File: src/rtl/regfile_mp_pkg.sv
// Shared constants for the multi-port register file: default word width,
// clear/run state encodings and the hard-wired zero register address.
package regfile_mp_pkg;

  localparam int unsigned WORD_LEN = 32;
  localparam int unsigned REG_ZERO = 0;

  localparam logic [0:0] RF_CLEAR = 1'b0;
  localparam logic [0:0] RF_RUN   = 1'b1;

endpackage

File: src/rtl/regfile_scoreboard.sv
// Per-register pending-write bits: set by a decode claim, cleared by the
// matching writeback. A claim beats a clear to the same register.
module regfile_scoreboard
  import regfile_mp_pkg::*;
#(
  parameter int unsigned NUM_REGS = 32,
  parameter int unsigned ADDR_W   = 5
) (
  input  logic                clk,
  input  logic                rst,
  input  logic                en,
  input  logic                claim_en,
  input  logic [ADDR_W-1:0]   claim_addr,
  input  logic                clr_en,
  input  logic [ADDR_W-1:0]   clr_addr,
  output logic [NUM_REGS-1:0] pending
);

  // Claim is applied last so it overrides a same-cycle clear.
  always_ff @(posedge clk) begin
    if (rst) begin
      pending <= '0;
    end else if (en) begin
      if (clr_en)   pending[clr_addr]   <= 1'b0;
      if (claim_en) pending[claim_addr] <= 1'b1;
    end
  end

endmodule

File: src/rtl/regfile_mp.sv
// Parametrised register file: configurable read ports, optional write bypass,
// hard-wired zero register, sequential clear after reset and hazard scoreboard.
module regfile_mp
  import regfile_mp_pkg::*;
#(
  parameter int unsigned DATA_W         = WORD_LEN,
  parameter int unsigned ADDR_W         = 5,
  parameter int unsigned NUM_REGS       = 32,
  parameter int unsigned NUM_RD         = 2,
  parameter int unsigned BYPASS         = 1,
  parameter int unsigned ZERO_REG       = 1,
  parameter int unsigned CLEAR_ON_RESET = 1
) (
  input  logic                     clk,
  input  logic                     rst,
  input  logic [NUM_RD*ADDR_W-1:0] rd_addr,
  output logic [NUM_RD*DATA_W-1:0] rd_data,
  output logic [NUM_RD-1:0]        rd_pending,
  input  logic                     wr_en,
  input  logic [ADDR_W-1:0]        wr_addr,
  input  logic [DATA_W-1:0]        wr_data,
  input  logic                     claim_en,
  input  logic [ADDR_W-1:0]        claim_addr,
  output logic                     busy
);

  localparam logic [ADDR_W-1:0] LAST_ADDR = ADDR_W'(NUM_REGS - 1);
  localparam logic [ADDR_W-1:0] ZERO_ADDR = ADDR_W'(REG_ZERO);

  logic [0:0]          state_q, state_d;
  logic [ADDR_W-1:0]   clr_cnt_q, clr_cnt_d;
  logic [DATA_W-1:0]   mem [NUM_REGS];
  logic [NUM_REGS-1:0] pending;
  logic                wr_ok;
  logic                claim_ok;

  always_ff @(posedge clk) begin
    if (rst) begin
      state_q   <= (CLEAR_ON_RESET != 0) ? RF_CLEAR : RF_RUN;
      clr_cnt_q <= '0;
    end else begin
      state_q   <= state_d;
      clr_cnt_q <= clr_cnt_d;
    end
  end

  // Clear walks every entry once, then hands over to normal operation.
  always_comb begin
    state_d   = state_q;
    clr_cnt_d = clr_cnt_q;
    case (state_q)
      RF_CLEAR: begin
        if (clr_cnt_q == LAST_ADDR) begin
          state_d   = RF_RUN;
          clr_cnt_d = '0;
        end else begin
          clr_cnt_d = clr_cnt_q + ADDR_W'(1);
        end
      end
      default: ;
    endcase
  end

  assign busy     = (state_q == RF_CLEAR);
  assign wr_ok    = !busy && wr_en
                    && !((ZERO_REG != 0) && (wr_addr == ZERO_ADDR));
  assign claim_ok = !busy && claim_en
                    && !((ZERO_REG != 0) && (claim_addr == ZERO_ADDR));

  always_ff @(posedge clk) begin
    if (!rst) begin
      if (busy)       mem[clr_cnt_q] <= '0;
      else if (wr_ok) mem[wr_addr]   <= wr_data;
    end
  end

  regfile_scoreboard #(
    .NUM_REGS (NUM_REGS),
    .ADDR_W   (ADDR_W)
  ) u_sb (
    .clk        (clk),
    .rst        (rst),
    .en         (!busy),
    .claim_en   (claim_ok),
    .claim_addr (claim_addr),
    .clr_en     (wr_ok),
    .clr_addr   (wr_addr),
    .pending    (pending)
  );

  for (genvar k = 0; k < NUM_RD; k++) begin : g_rd
    logic [ADDR_W-1:0] a;
    logic [DATA_W-1:0] d;
    logic              p;

    assign a = rd_addr[k*ADDR_W +: ADDR_W];

    // A same-cycle claim only shows up next cycle, so bypass reports the stored bit.
    always_comb begin
      d = mem[a];
      p = pending[a];
      if (busy || ((ZERO_REG != 0) && (a == ZERO_ADDR))) begin
        d = '0;
        p = 1'b0;
      end else if ((BYPASS != 0) && wr_ok && (wr_addr == a)) begin
        d = wr_data;
        p = (claim_ok && (claim_addr == a)) ? pending[a] : 1'b0;
      end
    end

    assign rd_data[k*DATA_W +: DATA_W] = d;
    assign rd_pending[k]               = p;
  end

endmodule

File: config.mk
export PLATFORM = sky130hd
export DESIGN_NAME = regfile_mp
export DESIGN_NICKNAME = d
export VERILOG_FILES = /design/src/rtl/regfile_mp_pkg.sv /design/src/rtl/regfile_scoreboard.sv /design/src/rtl/regfile_mp.sv
export SDC_FILE = /design/constraint.sdc
export NUM_CORES = 1
export LEC_CHECK = 0
export CAP_MARGIN = 10
export CORE_AREA = 3 3 310 312
export DETAILED_ROUTE_END_ITERATION = 12
export DIE_AREA = 0 0 313 315
export HOLD_SLACK_MARGIN = 0.02
export PLACE_DENSITY = 0.72
export SLEW_MARGIN = 20
export SYNTH_ARGS = -nofsm -noshare
export SYNTH_HDL_FRONTEND = slang
export SYNTH_HIERARCHICAL = 1
export SYNTH_SLANG_ARGS = --single-unit
File: constraint.sdc
create_clock -name clk -period 15.4 [get_ports clk]
set_clock_uncertainty 0.1 [all_clocks]
set_input_delay 4.62 -clock clk [delete_from_list [all_inputs] [get_ports clk]]
set_output_delay 4.62 -clock clk [all_outputs]
set_load 0.01 [all_outputs]
# Word-level counts from Yosys, hierarchy flattened
# Memories as Yosys holds them, arrays and structs flattened.
# Cells that the tools add are included.
# Widths: inputs -> output; s select.
dict set report classes {
  magnitude_cmp 6
  n_mux 35
  n_addsub 1
  eq_ne 5
  bitwise 4
  n_reduce_logical 19
}
# op n
set ops {}
lappend ops {{$mux 32} 9}
lappend ops {{$and 32x32->32} 1}
lappend ops {{$not 32->32} 1}
lappend ops {{$or 32x32->32} 1}
lappend ops {{$reduce_or 32->1} 1}
lappend ops {{$lt 5x6->1 const B} 4}
lappend ops {{$eq 5x5->1} 4}
lappend ops {{$logic_not 5->1} 4}
lappend ops {{$mux 1} 20}
lappend ops {{$bmux 1 s5} 2}
lappend ops {{$demux 1 s5} 2}
lappend ops {{$ge 5x1->1 const B} 2}
lappend ops {{$logic_and 1x1->1} 10}
lappend ops {{$mux 5} 2}
lappend ops {{$add 5x1->5 const B} 1}
lappend ops {{$eq 5x5->1 const B} 1}
lappend ops {{$logic_not 1->1} 2}
lappend ops {{$logic_or 1x1->1} 2}
lappend ops {{$not 1->1} 1}
dict set report word_totals {
  ramBits 1024
  input_bits 56
  memories 1
  word_cells 74
  reg_bits 38
  output_inout_bits 67
}
# memory words width rd rd_ports_with_merged_regs write_ports line_no
set memory_table {}
lappend memory_table {mem 32 32 2 0 1 regfile_mp.sv:32} ;# logic [DATA_W-1:0] mem [NUM_REGS];

# Longest topological paths before layout
# Gate-level depths: netlist of the first run.
dict set report depth {
  depth_word 11
  ltp_mapped 11
  mapped_depth_nobuf 6
}

# Cells and area by module
# The synthesis of the first run kept the hierarchy.
# module instances seq_area_each_um2 cells_each area_each_um2
set by_module_without_submodules {}
lappend by_module_without_submodules {regfile_mp 1 30869.6 2799 49810.3}
lappend by_module_without_submodules {regfile_scoreboard 1 640.6 160 1393.8}

# Least setup slack after synthesis of the first run
# Ideal clock, no wire load.
dict set report synth_path {
  path_kind {input to output}
  start {input rd_addr[1]}
  end {output rd_data[0]}
  t_arrival_ns 6.509
  cell_stages 7
  t_required_ns 10.680
  n_path_buf 3
  setup_slack_ns 4.171
  path_cell_list {buf_2 > buf_2 > buf_1 > mux4_2 > mux4_2 > nor2b_1 > a221o_1}
}
dict set report synth_via {
  elab_chain_cells 4
  elab_cells_between_ends 7
  cone_classes {eq/ne: 1; mux: 2; reduce/logical: 3; memory: 1}
}
# element line_no
set synth_lines {}
lappend synth_lines {{start: declaration} regfile_mp.sv:16} ;# input logic [NUM_RD*ADDR_W-1:0] rd_addr,
lappend synth_lines {{parallel branches: the longest is 3 deep, another holds $mem_v2 32x32} n/a}
lappend synth_lines {{$mux 32 (*)} regfile_mp.sv:102} ;# if (busy || ((ZERO_REG != 0) && (a == ZERO_ADDR))) begin
lappend synth_lines {{end: declaration} regfile_mp.sv:17} ;# output logic [NUM_RD*DATA_W-1:0] rd_data,
# Mark *: on every way between the ends.

# Final worst setup path of the first run
dict set report layout_path {
  start {input wr_addr[4]}
  end {output rd_data[59]}
}
dict set report layout_via {
  elab_chain_cells 6
  elab_cells_between_ends 7
  cone_classes {eq/ne: 1; mux: 2; reduce/logical: 4}
}
# element line_no
set layout_lines {}
lappend layout_lines {{start: declaration} regfile_mp.sv:20} ;# input logic [ADDR_W-1:0] wr_addr,
lappend layout_lines {{$logic_not 5->1} regfile_mp.sv:66} ;# && !((ZERO_REG != 0) && (wr_addr == ZERO_ADDR));
lappend layout_lines {{$logic_not 1->1} regfile_mp.sv:66}
lappend layout_lines {{$logic_and 1x1->1} regfile_mp.sv:66}
lappend layout_lines {{$logic_and 1x1->1 (*)} regfile_mp.sv:105} ;# end else if ((BYPASS != 0) && wr_ok && (wr_addr == a)) begin
lappend layout_lines {{$mux 32 (*)} regfile_mp.sv:105}
lappend layout_lines {{$mux 32 (*)} regfile_mp.sv:102}
# Mark *: on every way between the ends. The rest lies on a longest branch, timed or not.

==> results of run 1 <==
-- cell families (layout without fill, tap and decap cells) --
logic type / Yosys count / after routing / share of synthesized area, %
flip-flops: 1062 / 1062 / 61.5
multiplexers: 767 / 767 / 24.7
AO/OA/AOI/OAI: 467 / 467 / 6.86
AND/OR/NAND/NOR: 384 / 384 / 4.05
buffers and inverters: 257 / 409 / 2.43
XOR/XNOR: 20 / 20 / 0.342
adder cells (fa/ha/maj): 2 / 2 / 0.0489
other: 0 / 1 / 0
-- layer usage --
metal / global-route usage, % / up-vias
met5: 0 / -
li1: - / 12600
met2: 49.9 / 2261
met4: 16.6 / 2
met1: 41.5 / 16500
met3: 6.84 / 536
-- cells in the mapped netlist, types with 3 or more instances --
library cell  number
xor2_1             8
and3b_1            3
buf_1             19
nand3b_1          39
nor2b_1           50
o2111ai_1         32
a22oi_1           83
edfxtp_1        1024
xnor2_1           12
o21ai_2            3
nand2b_1           4
clkbuf_1         127
nand2_1           85
mux4_2           393
buf_2             63
inv_1             16
or3b_1             4
a211oi_1          21
mux2i_1          317
and3_1             3
o21bai_1           5
buf_6              9
a32o_1            32
and2b_1           21
buf_12             3
and2_1            43
o21ai_0          103
o21ai_1           16
a21oi_1           27
a221o_1           66
a31oi_1           11
nand3_1           30
dfxtp_1           38
nor2_1            79
o221ai_1           8
a211o_1           10
nor3b_1            3
o211ai_1           3
nor3_1             5
a221oi_1          43
buf_4             19
mux2_2            57
-- tightest hold or removal path, cell delays in order (launching register included) --
cell	delay (ns)
dfxtp_1	0.35
o21ai_0	0.09
a21oi_1	0.06
-- final cells by class --
cell class                      count  area, um^2
Timing Repair Buffer              198        1900
Inverter                           16        63.8
Clock buffer                      128        2800
Fill cell                        6620       36100
Sequential cell                  1062       31500
Antenna cell                        1        2.50
Clock inverter                     67         543
Multi-Input combinational cell   1640       18800
Tap cell                         1254        1570
-- stage by stage --
step / instance area [um^2] / hold WS, ns / cells / util [%] / setup slack, ns
2_1_floorplan: 51200 / 0.399 / 2959 / - / 4.17
6_report: 57200 / 0.455 / 4366 / 61.3 / 1.91
3_3_place_gp: 53800 / 0.431 / 4167 / 57.6 / 1.54
4_1_cts: 57200 / 0.454 / 4363 / 61.2 / 1.39
3_5_place_dp: 53800 / 0.447 / 4168 / 57.7 / 1.41
5_1_grt: 57200 / 0.505 / 4365 / 61.3 / 1.88
-- where the power goes --
| group | internal [mW] | switching (mW) | total [mW] |
|---|---|---|---|
| Combinational | 0.178 | 0.264 | 0.441 |
| Sequential | 3.14 | 0.00704 | 3.14 |
| Clock | 1.41 | 1.11 | 2.52 |
-- cell usage in the layout (no fill, tap or decap), types with 21 or more instances in the layout --
cell,count
nor2_4,38
nand3b_1,39
and2_1,30
clkdlybuf4s50_1,113
mux2_2,57
a221oi_1,43
nand3_1,30
a32o_1,32
o2111ai_1,32
nand2_1,84
clkinv_1,23
a21oi_1,27
a211oi_1,21
nor2b_1,45
clkbuf_16,108
clkinv_2,25
and2b_1,21
nor2_1,42
o21ai_0,103
dfxtp_1,38
buf_4,70
a22oi_1,83
mux4_2,393
edfxtp_1,1024
a221o_1,66
mux2i_1,317
-- flip-flops by register name, indices dropped and copies added (netlist names) --
register / count
mem: 1024
clr_cnt_q: 5
u_sb/pending: 32
state_q: 1
-- path summary, 6_finish.rpt --
kind                                                start                        end  cells past startpoint
worst min register to register  clr_cnt_q[3]$_SDFFE_PP0N_  clr_cnt_q[3]$_SDFFE_PP0N_                      2
worst min-delay path            clr_cnt_q[3]$_SDFFE_PP0N_  clr_cnt_q[3]$_SDFFE_PP0N_                      2
worst max register to register         state_q$_SDFF_PP0_       mem[3][29]$_DFFE_PP_                      6
worst max-delay path                           wr_addr[4]                rd_data[59]                      9
==> impl_metrics.env, run 1 <==
export IMPL_die_area_um2=98600
export IMPL_cts_resized=0
export IMPL_period_share_pct=87.6
export IMPL_ys_seq_elements=1062
export IMPL_grt_usage_pct=31.6
export IMPL_synth_top_area_cell="edfxtp_1"
export IMPL_final_nets=3082
export IMPL_worst_pin_slew_ns=1.31
export IMPL_grt_ovfl_total=0
export IMPL_rows=112
export IMPL_status="complete, no violations"
export IMPL_critPathMostFrequentCell="clkdlybuf4s50_1"
export IMPL_final_layout_size_suffix_gt1_share_pct=24.4
export IMPL_critPathMaxStageDelay_ns=0.77
export IMPL_ir_worst_vdd_mv=0.0834
export IMPL_cap_violations=0
export IMPL_min_period_ns=13.49
export IMPL_max_freq_ghz=0.0741
export IMPL_p_total_mw=6.10
export IMPL_routed_top_layer="met5"
export IMPL_syn_num_nets=3017
export IMPL_cp_start_kind="input port"
export IMPL_power_density_nw_per_um2=107
export IMPL_syn_avg_cell_area_um2=17.3
export IMPL_synthArstFlopShare_pct=0
export IMPL_drtAntennaViolNets=0
export IMPL_synth_cell_type_count=58
export IMPL_grt_pass1_vias=32800
export IMPL_io_pins=123
export IMPL_cts_sinks=1062
export IMPL_synthTopCellsByArea="edfxtp_1, mux4_2, mux2i_1"
export IMPL_cts_htree_levels=3
export IMPL_via_count=31900
export IMPL_dp_hpwl_mm=89.0
export IMPL_tritoncts_num_buffers=106
export IMPL_gp_congestion=0.871
export IMPL_drt_pass1_iter_count=8
export IMPL_setup_violations=0
export IMPL_grt_max_degree=151
export IMPL_netlist_instances=2959
export IMPL_worstPathRequired_ns=10.68
export IMPL_cts_tree="done"
export IMPL_finalMaxSlewViolations=0
export IMPL_wirelength_met1_mm=54.6
export IMPL_cts_root_buffer="clkbuf_16"
export IMPL_die_w_um=313
export IMPL_path_class="in -> out"
export IMPL_wirelength_mm=156
export IMPL_grt_pass1_wl_mm=226
export IMPL_arrival_ns=8.77
export IMPL_relSlewSlack_pct=12.6
export IMPL_cp_top_family="buffers and inverters"
export IMPL_initial_core_util_pct=54.9
export IMPL_hold_viol=0
export IMPL_io_buffers=122
export IMPL_synthToLayoutAreaGrowth_pct=11.7
export IMPL_die_y_um=315
export IMPL_vias_per_cell=7.30
export IMPL_final_setup_tns_ns=0
export IMPL_clk_pin_slew_ns=0.05
export IMPL_core_area_um2=93300
export IMPL_insertion_delay_ns=0.66
export IMPL_clock_path_buffers=3
export IMPL_synth_top_area_share_pct=60.1
export IMPL_route_detailed_drc=0
export IMPL_reg2reg_slack_ns=11.14
export IMPL_wl_per_cell_um=35.6
export IMPL_dr_wl_met3_mm=18.0
export IMPL_crit_path_cell_trace="clkdlybuf4s50_1 -> or4_4 -> o211ai_2 -> nor4_4 -> buf_4 -> nor2_4 -> buf_12 -> a32o_1 -> clkdlybuf4s50_1"
export IMPL_cp_slowest_cell="clkdlybuf4s50_1"
export IMPL_yosys_warnings=6
export IMPL_rsz0062_at_grt="no"
export IMPL_first_iter_violations=4516
export IMPL_antenna_found_initial=2
export IMPL_route_met2_wl_mm=73.7
export IMPL_power_leakage_nw=20.1
export IMPL_crit_buf_inv=4
export IMPL_syn_cell_area_um2=51200
export IMPL_timing_hold_worst_class="reg -> reg"
export IMPL_post_cts_buffers=0
export IMPL_crit_fanout=34
export IMPL_synthFlopType="edfxtp_1"
export IMPL_endpoint_kind="output pin"
export IMPL_synth_edf_count=1024
export IMPL_synth_seq_area_share_pct=61.5
export IMPL_cts_hold_buffers=0
Note: power is estimated with default switching activity, not from simulation.
==> run 2: changes to the inputs <==
==> constraint.sdc (replaced) <==
create_clock -name clk -period 12.7 [get_ports clk]
set_clock_uncertainty 0.1 [all_clocks]
set_input_delay 3.81 -clock clk [delete_from_list [all_inputs] [get_ports clk]]
set_output_delay 3.81 -clock clk [all_outputs]
set_load 0.01 [all_outputs]
==> run 2 against run 1 <==
Effect of this change: wire length up 2.7%; non-clock buffer count increased by 8; sequential share of layout area is 0.28 points lower; final cell count rose by 0.23%; register-to-register slack got worse by 2.7 ns; worst hold slack better by 0.022 ns; power grew 23%; critical path type unchanged; highest routed layer unchanged.
==> impl_metrics.env, run 2 (synthesis gave the netlist of run 1 again) <==
export IMPL_status="complete, no violations"
export IMPL_routed_top_layer="met5"
export IMPL_hold_viol=0
export IMPL_period_share_pct=90.6
export IMPL_grt_max_degree=109
export IMPL_setup_violations=0
export IMPL_die_area_um2=98600
export IMPL_worst_pin_slew_ns=1.10
export IMPL_core_area_um2=93300
export IMPL_rows=112
export IMPL_clk_pin_slew_ns=0.06
export IMPL_max_freq_ghz=0.0869
export IMPL_area_sequential_um2=31500
export IMPL_via_count=32200
export IMPL_route_met2_wl_mm=76.1
export IMPL_largest_reg_flops=1024
export IMPL_fin_cells=4376
export IMPL_grt_pass1_wl_mm=231
export IMPL_cp_slowest_cell="nor2_4"
export IMPL_crit_start="wr_addr[4]"
export IMPL_crit_fanout=23
export IMPL_dr_wl_met3_mm=20.0
export IMPL_arrival_ns=7.60
export IMPL_cp_top_family="simple AND/OR/NAND/NOR gates"
export IMPL_final_setup_tns_ns=0
export IMPL_min_period_ns=11.51
export IMPL_grt_pass1_vias=33300
export IMPL_final_nets=3090
export IMPL_cts_htree_levels=3
export IMPL_ir_worst_vdd_mv=0.102
export IMPL_wirelength_met1_mm=53.9
export IMPL_dp_hpwl_mm=89.0
export IMPL_post_cts_buffers=0
export IMPL_tritoncts_num_buffers=106
export IMPL_insertion_delay_ns=0.68
export IMPL_crit_path_cell_trace="clkdlybuf4s50_1 -> or4_4 -> o211ai_2 -> nor4_4 -> nor2_4 -> buf_4 -> a32o_1 -> clkdlybuf4s50_1"
export IMPL_io_buffers=122
export IMPL_r2r_start="state_q$_SDFF_PP0_"
export IMPL_cp_start_kind="input port"
export IMPL_drt_pass1_iter_count=6
export IMPL_min_from="clr_cnt_q[2]$_SDFFE_PP0N_"
export IMPL_final_layout_size_suffix_gt1_share_pct=24.4
export IMPL_route_detailed_drc=0
export IMPL_first_iter_violations=4527
export IMPL_synthToLayoutAreaGrowth_pct=12.3
export IMPL_critPathMaxStageDelay_ns=0.82
export IMPL_timing_hold_worst_class="reg -> reg"
export IMPL_place_inst=4176
export IMPL_path_class="in -> out"
export IMPL_critPathMostFrequentCell="clkdlybuf4s50_1"
export IMPL_power_density_nw_per_um2=130
export IMPL_relSlewSlack_pct=26.3
export IMPL_cap_violations=0
export IMPL_vias_per_cell=7.35
export IMPL_crit_buf_inv=3
export IMPL_worstPathRequired_ns=8.79
export IMPL_wirelength_mm=160
export IMPL_clock_path_buffers=3
export IMPL_wl_per_cell_um=36.5
export IMPL_drtAntennaViolNets=0
export IMPL_cts_tree="done"
export IMPL_rsz0062_at_grt="no"
export IMPL_multi_input_area_um2=18800
export IMPL_gp_congestion=0.898
export IMPL_grt_ovfl_total=0
export IMPL_initial_core_util_pct=54.9
export IMPL_final_cell_mix="edfxtp_1, mux4_2, mux2i_1"
export IMPL_cts_sinks=1062
export IMPL_power_leakage_nw=20.2
export IMPL_grt_usage_pct=32.6
export IMPL_nFillCells=6543
export IMPL_die_y_um=315
export IMPL_mostFrequentLayoutCell="edfxtp_1"
export IMPL_antenna_found_initial=3
export IMPL_cts_resized=0
export IMPL_cts_root_buffer="clkbuf_16"
export IMPL_cts_hold_buffers=0
export IMPL_die_w_um=313
export IMPL_finalMaxSlewViolations=0
export IMPL_io_pins=123
export IMPL_endpoint_kind="output pin"
export IMPL_top_regs="mem: 1024 flops, u_sb/pending: 32 flops, clr_cnt_q: 5 flops"
export IMPL_regMostFlops="mem"
-- run 2: worst paths after layout --
path              cells after the start                         to  slack (ns)
hold reg to reg                       2  clr_cnt_q[2]$_SDFFE_PP0N_        0.48
setup / recovery                      8                rd_data[40]        1.19
setup reg to reg                      6      mem[24][19]$_DFFE_PP_        8.41
hold / removal                        2  clr_cnt_q[2]$_SDFFE_PP0N_        0.48
-- run 2: area by class of cell --
class | instances | area share, %
antenna | 2 | 0.00870
clock buffer | 126 | 4.74
clock inverter | 70 | 1.21
inverter | 16 | 0.111
multi-input combinational | 1640 | 32.7
sequential | 1062 | 54.8
tap | 1254 | 2.73
timing repair buffer | 206 | 3.67
-- run 2: worst min-delay path: stages, from the launching register on --
cell and delay [ns]:
dfxtp_1 0.37, o21ai_0 0.10, a21oi_1 0.07
-- run 2: per-stage QoR --
step	utilization [%]	power, mW	cell area (um^2)	hold WS, ns	setup slack [ns]
floorplan	-	4.23	51200	0.399	3.09
global placement	57.9	4.43	54000	0.419	1.47
detailed placement	57.9	4.43	54000	0.456	1.27
CTS	61.6	7.50	57500	0.466	1.25
global route	61.6	7.67	57500	0.513	1.14
finish	61.6	7.50	57500	0.476	1.19
-- run 2: metal layers --
layer	GRT usage, %	vias up
li1	-	12600
met1	41.2	16600
met2	52.3	2338
met3	8.44	594
met4	17.0	2
met5	0	-
-- run 2: report_power, final --
group          switching, mW  internal (mW)  leakage [nW]
sequential           0.00871           3.80          11.1
combinational          0.337          0.219          7.47
clock                   1.36           1.78          1.65
